[config.mk]
export PLATFORM = sky130hd
export DESIGN_NAME = pixel_scan_engine
export DESIGN_NICKNAME = d
export VERILOG_FILES = /design/src/rtl/pixel_scan_engine.sv
export SDC_FILE = /design/constraint.sdc
export NUM_CORES = 1
export LEC_CHECK = 0
export ABC_AREA = 1
export CAP_MARGIN = 20
export CORE_UTILIZATION = 45
export DETAILED_ROUTE_END_ITERATION = 6
export GPL_TIMING_DRIVEN = 0
export HOLD_SLACK_MARGIN = 0.02
export PLACE_DENSITY_LB_ADDON = 0.08
export SYNTH_ARGS = -nofsm -noshare
export SYNTH_HDL_FRONTEND = slang
export SYNTH_SLANG_ARGS = --single-unit
[constraint.sdc]
create_clock -name clock -period 6.5 [get_ports clock]
set_input_delay 0.65 -clock clock [delete_from_list [all_inputs] [get_ports clock]]
set_output_delay 0.65 -clock clock [all_outputs]
set_load 0.1 [all_outputs]
[src/rtl/pixel_scan_engine.sv]
// rtl/pixel_scan_engine.sv - raster pixel generator: solid/segmented rectangle scan with start/busy/done handshake
// Optional clipping against XMAX/YMAX is enabled by defining PIXEL_SCAN_CLIP_EN.
module pixel_scan_engine #(
    parameter int XW   = 9,
    parameter int YW   = 8,
    parameter int DW   = 8,
    parameter int SCW  = 3,
    parameter int XMAX = 320,
    parameter int YMAX = 240
) (
    input  logic          clock,
    input  logic          resetn,
    input  logic          start,
    input  logic [XW-1:0] x0,
    input  logic [YW-1:0] y0,
    input  logic [DW-1:0] w,
    input  logic [DW-1:0] h,
    input  logic [DW-1:0] seg_w,
    input  logic [DW-1:0] gap_w,
    input  logic [SCW-1:0] seg_count,
    input  logic          hold,
    output logic          busy,
    output logic          plot,
    output logic [XW-1:0] x,
    output logic [YW-1:0] y,
    output logic          done
);

    typedef enum logic [1:0] {
        IDLE = 2'd0,
        SCAN = 2'd1,
        DONE = 2'd2
    } state_t;

    state_t state_q, state_d;

    logic [XW-1:0]  x0_q;
    logic [YW-1:0]  y0_q;
    logic [DW-1:0]  w_q;
    logic [DW-1:0]  h_q;
    logic [DW-1:0]  seg_w_q;
    logic [DW-1:0]  gap_w_q;
    logic [SCW-1:0] seg_count_q;

    logic [DW-1:0]  col_q, col_d;
    logic [DW-1:0]  row_q, row_d;
    logic [DW:0]    phase_q, phase_d;
    logic [DW-1:0]  seg_q, seg_d;

    logic           present;
    logic           lit;
    logic           plot_d;
    logic [XW-1:0]  x_d;
    logic [YW-1:0]  y_d;

    logic           accept;
    logic [DW-1:0]  w_last;
    logic [DW-1:0]  h_last;
    logic [DW:0]    period_last;
    logic [XW-1:0]  s_x0;
    logic [YW-1:0]  s_y0;
    logic [DW-1:0]  s_seg_w;
    logic [SCW-1:0] s_seg_count;

`ifdef PIXEL_SCAN_CLIP_EN
    localparam logic [XW:0] X_LIMIT = (XW+1)'(XMAX);
    localparam logic [YW:0] Y_LIMIT = (YW+1)'(YMAX);
    logic [XW:0] wide_x;
    logic [YW:0] wide_y;
`else
    localparam int UNUSED_LIMITS = XMAX + YMAX;
`endif

    assign accept      = (state_q == IDLE) && start;
    assign w_last      = w_q - DW'(1);
    assign h_last      = h_q - DW'(1);
    assign period_last = ({1'b0, seg_w_q} + {1'b0, gap_w_q}) - (DW+1)'(1);

    // The first pixel is produced on the accepting edge, before the latches update.
    assign s_x0        = (state_q == IDLE) ? x0 : x0_q;
    assign s_y0        = (state_q == IDLE) ? y0 : y0_q;
    assign s_seg_w     = (state_q == IDLE) ? seg_w : seg_w_q;
    assign s_seg_count = (state_q == IDLE) ? seg_count : seg_count_q;

    always_comb begin
        state_d = state_q;
        col_d   = col_q;
        row_d   = row_q;
        phase_d = phase_q;
        seg_d   = seg_q;
        present = 1'b0;
        case (state_q)
            IDLE: begin
                if (start) begin
                    if (w == '0 || h == '0) begin
                        state_d = DONE;
                    end else begin
                        state_d = SCAN;
                        col_d   = '0;
                        row_d   = '0;
                        phase_d = '0;
                        seg_d   = '0;
                        present = 1'b1;
                    end
                end
            end
            SCAN: begin
                if (!hold) begin
                    if (col_q == w_last) begin
                        if (row_q == h_last) begin
                            state_d = DONE;
                        end else begin
                            col_d   = '0;
                            row_d   = row_q + 1'b1;
                            phase_d = '0;
                            seg_d   = '0;
                            present = 1'b1;
                        end
                    end else begin
                        col_d   = col_q + 1'b1;
                        present = 1'b1;
                        if (phase_q == period_last) begin
                            phase_d = '0;
                            seg_d   = seg_q + 1'b1;
                        end else begin
                            phase_d = phase_q + 1'b1;
                        end
                    end
                end
            end
            DONE: state_d = IDLE;
            default: state_d = IDLE;
        endcase
    end

    always_comb begin
        lit = (s_seg_w == '0) ||
              ((phase_d < {1'b0, s_seg_w}) && (seg_d < DW'(s_seg_count)));
`ifdef PIXEL_SCAN_CLIP_EN
        wide_x = {1'b0, s_x0} + (XW+1)'(col_d);
        wide_y = {1'b0, s_y0} + (YW+1)'(row_d);
        lit    = lit && (wide_x < X_LIMIT) && (wide_y < Y_LIMIT);
`endif
        x_d    = x;
        y_d    = y;
        plot_d = 1'b0;
        if (present) begin
            x_d    = s_x0 + XW'(col_d);
            y_d    = s_y0 + YW'(row_d);
            plot_d = lit;
        end
    end

    always_ff @(posedge clock) begin
        if (!resetn) begin
            state_q     <= IDLE;
            col_q       <= '0;
            row_q       <= '0;
            phase_q     <= '0;
            seg_q       <= '0;
            x0_q        <= '0;
            y0_q        <= '0;
            w_q         <= '0;
            h_q         <= '0;
            seg_w_q     <= '0;
            gap_w_q     <= '0;
            seg_count_q <= '0;
            busy        <= 1'b0;
            done        <= 1'b0;
            plot        <= 1'b0;
            x           <= '0;
            y           <= '0;
        end else begin
            state_q <= state_d;
            col_q   <= col_d;
            row_q   <= row_d;
            phase_q <= phase_d;
            seg_q   <= seg_d;
            busy    <= (state_d != IDLE);
            done    <= (state_d == DONE);
            plot    <= plot_d;
            x       <= x_d;
            y       <= y_d;
            if (accept) begin
                x0_q        <= x0;
                y0_q        <= y0;
                w_q         <= w;
                h_q         <= h;
                seg_w_q     <= seg_w;
                gap_w_q     <= gap_w;
                seg_count_q <= seg_count;
            end
        end
    end

endmodule

==> results of run 1 <==
power by group through the flow:
stage | Sequential [mW] | Combinational [mW] | Clock, mW
after CTS | 0.732 | 0.675 | 0.543
after global routing | 0.738 | 0.749 | 0.571
final | 0.733 | 0.675 | 0.531
after global placement | 0.747 | 0.668 | 0
after detailed placement | 0.747 | 0.672 | 0
after floorplan | 0.841 | 0.396 | 0
flip-flops by register name, summed over array words and instances, names as in the netlist:
register and flops:
seg_q 8, x 9, plot 1, state_q 2
busy 1, h_q 8, gap_w_q 8, w_q 8
x0_q 9, y 8, seg_count_q 3, y0_q 8
col_q 8, row_q 8, done 1, phase_q 9
seg_w_q 8
worst max-delay path, delay by kind of cell (launching register included):
kind / cells / cell delay, ps
AOI/OAI and AO/OA: 5 / 1080
xor gates and xnor gates: 2 / 380
adders and majority gates: 2 / 620
buffers and inverters: 9 / 590
DFF: 1 / 370
and+or+nand+nor: 14 / 1310
how the worst min path moves through the flow:
stage	end	slack (ps)	depth (start not counted)
final	y0_q[7]	460	2
after global routing	x0_q[8]	470	2
after CTS	x0_q[8]	460	2
after detailed placement	y0_q[7]	440	2
after global placement	seg_count_q[2]	440	2
after floorplan	x0_q[8]	420	2
cell type report:
| class | instances | area [sq um] |
|---|---|---|
| Multi-Input combinational cell | 799 | 4442 |
| Clock inverter | 6 | 50.05 |
| Tap cell | 216 | 270.3 |
| Sequential cell | 107 | 2142 |
| Clock buffer | 10 | 229.0 |
| Fill cell | 1672 | 7271 |
| Inverter | 151 | 566.8 |
| Timing Repair Buffer | 74 | 740.7 |
| Buffer | 41 | 173.9 |
kinds of logic (layout without fill, tap and decap cells):
family          Yosys count  in the layout  synth area share [%]
compound gates          227            227                 16.83
xor+xnor                 45             45                 5.381
fa+ha+maj                48             48                 8.507
buf+inv                 192            282                 10.11
flops                   107            107                 29.24
mux                       1              1                0.1367
simple gates            478            478                 29.79
cell usage after synthesis (all sizes together) (13+ instances only):
| library cell | number | share of area (%) |
|---|---|---|
| inv | 148 | 7.6 |
| nand3 | 50 | 3.8 |
| dfxtp | 107 | 29 |
| ha | 45 | 7.7 |
| xor2 | 29 | 3.5 |
| nor2 | 122 | 7.3 |
| nand4 | 13 | 1.4 |
| a21oi | 87 | 6.0 |
| nand2 | 260 | 14 |
| o21ai | 107 | 7.4 |
| clkbuf | 36 | 1.9 |
| xnor2 | 16 | 1.9 |
routing by layer:
layer | share of wire [%] | routed length (um) | vias to the layer above | track usage (%)
li1 | - | - | 3739 | -
met1 | 50 | 10510 | 3195 | 37.68
met2 | 44 | 9113 | 163 | 41.02
met3 | 5.0 | 1039 | 16 | 4.005
met4 | 1.1 | 220 | 0 | 4.925
met5 | 0 | 0 | - | 0
metrics by stage:
step	util (%)	setup WS [ps]	hold WS, ps	std cells	area (sq um)
3_5_place_dp	52.47	1845	443.5	1388	8335
6_report	54.23	2028	459.3	1404	8615
4_1_cts	54.23	2036	456.6	1404	8615
2_1_floorplan	-	2790	424.5	1098	7325
3_3_place_gp	52.47	1809	440.4	1388	8335
5_1_grt	54.23	1544	466.3	1404	8615
==> flow_summary.json, run 1 <==
{
  "status": "complete, no violations",
  "layout_min_cycle_time_ps": 4472,
  "numPortBuffers": 74,
  "antenna_found_initial": 0,
  "power.share.combinational_pct": 34.8,
  "worstSetupEndpoint": "y[7]",
  "min_path_type": "flop to flop",
  "routed_via_density": 5.066,
  "path_max_fanout": 7,
  "synthCells": 1098,
  "p_int_mw": 1.194,
  "synth-seq-cells": 107,
  "holdBufCountCts": 0,
  "clk_latency_ps": 360,
  "vias": 7113,
  "layout.cells.most_common_list": "240 x nand2_1, 133 x inv_1, 107 x dfxtp_1, 104 x nor2_1, 100 x o21ai_0",
  "crit_path_start": "w_q[0]",
  "switching_share_pct": 38.45,
  "reg2reg_from": "w_q[0]",
  "core_area_sq_um": 15890,
  "synth_edf_count": 0,
  "wl_per_cell_um": 14.87,
  "max_slew_margin_pct": 34.36,
  "crit_path_frequent_cell": "nand2_1",
  "cpPeakStageDelay_ps": 430,
  "cts_buffers": 9,
  "yosysSeqAreaShare_pct": 29.24,
  "grt_overflow_total": 0,
  "rsz0062_at_grt": "no",
  "cts_resized": 0,
  "power.density_nw_per_um2": 225.1,
  "hold_viol_final": 0,
  "cellLeakagePower_nw": 3.925,
  "clkPwrFrac_pct": 27.4,
  "finalMaxSlewViolations": 0,
  "cts_buffer_depth": 2,
  "slowest_stage": "o21ai_0",
  "area_growth_pct": 17.61,
  "die_area_sq_um": 16790,
  "final_common_cell": "nand2_1",
  "seq_power_share_pct": 37.8,
  "worstSetupStartpointType": "flop",
  "critical_path_class": "flop to flop",
  "post-route-period-util_pct": 68.79,
  "die_x_um": 129.6,
  "fin_tns_setup_ps": 0,
  "groute.usage.overall_pct": 26.07,
  "drt_iter0_drc": 490,
  "detail_route.first_pass.iterations": 5,
  "tightest_slew_ps": 981.5,
  "cts_root_buffer": "clkbuf_16",
  "synthFlopType": "dfxtp_1",
  "post_cts_buffers": 0,
  "drc": 0,
  "cts.sinks": 107,
  "switching_power_uw": 745.6,
  "place.gp.congestion": 0.8644,
  "synth-async-reset-ratio_pct": 0,
  "end_kind": "flop",
  "setup_viol": 0,
  "clock_skew_ps": 11.03,
  "timing.rr.end": "y[7]",
  "r2r_cells": 32,
  "synth_warnings": 0,
  "htree_levels": 3,
  "min_from": "y0_q[7]",
  "r2r_setup_slack_ps": 2030,
  "cp.required_ps": 6770,
  "drive_gt1_share_pct": 7.660,
  "synth_nets": 1202,
  "initial_core_util_pct": 46.11,
  "fmax_mhz": 223.6,
  "finalPower_mw": 1.939,
  "syn_area_sq_um": 7325,
  "final_nets": 1287,
  "cts.clk_slew.worst_paths_ps": 80,
  "ant_nets": 0,
  "die_h_um": 129.6,
  "ys_types": 56,
  "grt_pass1_vias": 6476,
  "tritoncts": "yes",
  "arrival_ps": 4740,
  "antenna_cells": 0,
  "irDropWorstVdd_uv": 190.5,
  "ios": 76,
  "place_hpwl_um": 16540,
  "grt_max_degree": 19,
  "avgSynthCellArea_sq_um": 6.671,
  "wl_um": 20880,
  "maxCapViolations": 0,
  "row_count": 46,
  "grt_pass1_wl_um": 33670
}
(Power assumes the default switching activity.)
==> inputs of run 2 (changes only) <==
- clock period: 6.5 -> 4.4 ns (I/O delays scaled with it)
==> flow_summary.json, run 2 (same netlist as run 1, synthesis figures left out) <==
{
  "area_growth_pct": 18.77,
  "cts_buffers": 9,
  "switching_share_pct": 38.53,
  "htree_levels": 3,
  "core_area_sq_um": 15890,
  "finalPower_mw": 2.879,
  "final_nets": 1287,
  "power.density_nw_per_um2": 331.0,
  "seq_power_share_pct": 37.6,
  "wl_um": 20970,
  "status": "complete, no violations",
  "tightest_slew_ps": 981.6,
  "hold_depth": 2,
  "drt-met1-wl_um": 10680,
  "timing.rr.end": "plot",
  "place_hpwl_um": 16540,
  "post_cts_buffers": 0,
  "cp.required_ps": 4670,
  "irDropWorstVdd_uv": 282.9,
  "drc": 0,
  "hold_viol_final": 0,
  "min_from": "x0_q[8]",
  "min_path_type": "flop to flop",
  "antenna_cells": 0,
  "grt_pass1_wl_um": 33670,
  "arrival_ps": 4300,
  "layout.cells.most_common_list": "240 x nand2_1, 133 x inv_1, 105 x dfxtp_1, 102 x nor2_1, 97 x o21ai_0",
  "die_h_um": 129.6,
  "path_max_fanout": 10,
  "wl_per_cell_um": 14.93,
  "reg2reg_from": "seg_w_q[1]",
  "clkPwrFrac_pct": 27.4,
  "routed_via_density": 5.063,
  "vias": 7108,
  "clk_latency_ps": 360,
  "grt_max_degree": 19,
  "layout_min_cycle_time_ps": 4035,
  "r2r_cells": 27,
  "r2r_setup_slack_ps": 370,
  "die_x_um": 129.6,
  "dr.max_layer_used": "met4",
  "cts.sinks": 107,
  "hold_end": "x0_q[8]",
  "ios": 76,
  "cts_buffer_depth": 2,
  "post-route-period-util_pct": 91.70,
  "wl_met2_um": 9130,
  "max_slew_margin_pct": 34.36,
  "drive_gt1_share_pct": 8.586,
  "clock_skew_ps": 10.99,
  "tritoncts": "yes",
  "place.gp.congestion": 0.8644,
  "post-route-util_pct": 54.77,
  "worstSetupStartpointType": "input pin",
  "power.share.combinational_pct": 35.0,
  "grt_overflow_total": 0,
  "p_int_mw": 1.770,
  "cts_root_buffer": "clkbuf_16",
  "cts.clk_slew.worst_paths_ps": 80,
  "fmax_mhz": 247.8,
  "grt_pass1_vias": 6476,
  "ant_nets": 0,
  "antenna_found_initial": 0,
  "groute.usage.overall_pct": 26.07,
  "setup_viol": 0,
  "die_area_sq_um": 16790,
  "cellLeakagePower_nw": 3.947,
  "wl_met3_um": 946,
  "detail_route.first_pass.iterations": 5,
  "end_kind": "flop",
  "row_count": 46,
  "whs_ps": 457.4,
  "switching_power_mw": 1.109,
  "reg.largest.list": "phase_q (9), x0_q (9), x (9)",
  "final_common_cell": "nand2_1",
  "critical_path_class": "input pin to flop",
  "finalMaxSlewViolations": 0,
  "initial_core_util_pct": 46.11,
  "drt_iter0_drc": 472,
  "maxCapViolations": 0,
  "holdBufCountCts": 0,
  "numPortBuffers": 74
}
==> run 2: worst max path at each step <==
stage	cells past startpoint	endpoint	start
floorplan	30	y[7]	w_q[0]
global placement	23	y[7]	w[7]
detailed placement	23	y[7]	w[7]
CTS	30	y[7]	w_q[0]
global route	33	y[7]	h_q[0]
finish	23	y[7]	w[7]
==> run 2: repair_timing <==
item | 4_1_cts | 5_1_grt
endpoints found under the setup margin | 1 | 4
pin swaps | 0 | 2
resized for setup | 1 | 20
==> run 2: through the flow <==
step	area [sq um]	setup TNS, ps	instances	setup WS (ps)
global placement	8335	-81.03	1388	-81.03
floorplan	7325	0	1098	689.8
CTS	8615	0	1404	19.03
finish	8700	0	1404	365.0
detailed placement	8335	-45.34	1388	-45.34
global route	8700	-5.893	1404	-5.893
==> run 2: cell type report <==
type                            count  area [sq um]
Timing Repair Buffer               74         740.7
Inverter                          151         569.3
Clock inverter                      6         50.05
Sequential cell                   107          2145
Multi-Input combinational cell    799          4522
Tap cell                          216         270.3
Fill cell                        1658          7186
Buffer                             41         173.9
Clock buffer                       10         229.0
==> run 2: power groups by stage <==
stage	sequential [mW]	combinational [mW]	clock, mW
after floorplan	1.24	0.584	0
after global placement	1.10	0.986	0
after detailed placement	1.10	0.992	0
after CTS	1.08	0.997	0.802
after global routing	1.09	1.12	0.844
final	1.08	1.01	0.788
==> run 2: metal layers <==
| metal | up-vias | track usage (%) |
|---|---|---|
| met5 | - | 0 |
| met1 | 3201 | 37.68 |
| li1 | 3736 | - |
| met3 | 14 | 4.005 |
| met4 | 0 | 4.925 |
| met2 | 157 | 41.02 |
==> run 2: critical path: stages <==
cell,delay (ps)
clkdlybuf4s50_1,430
nor4_1,300
nand2_1,120
nand2_1,190
nor2_4,90
inv_1,130
clkbuf_1,470
o211ai_1,360
inv_1,130
ha_1,230
nand3_1,80
nand2_1,90
a21oi_1,130
inv_1,60
a21oi_2,150
nor2_1,60
o21a_1,180
nor2_2,110
xor2_1,180
xor2_1,200
nand2_1,80
nand2_1,70
inv_1,30
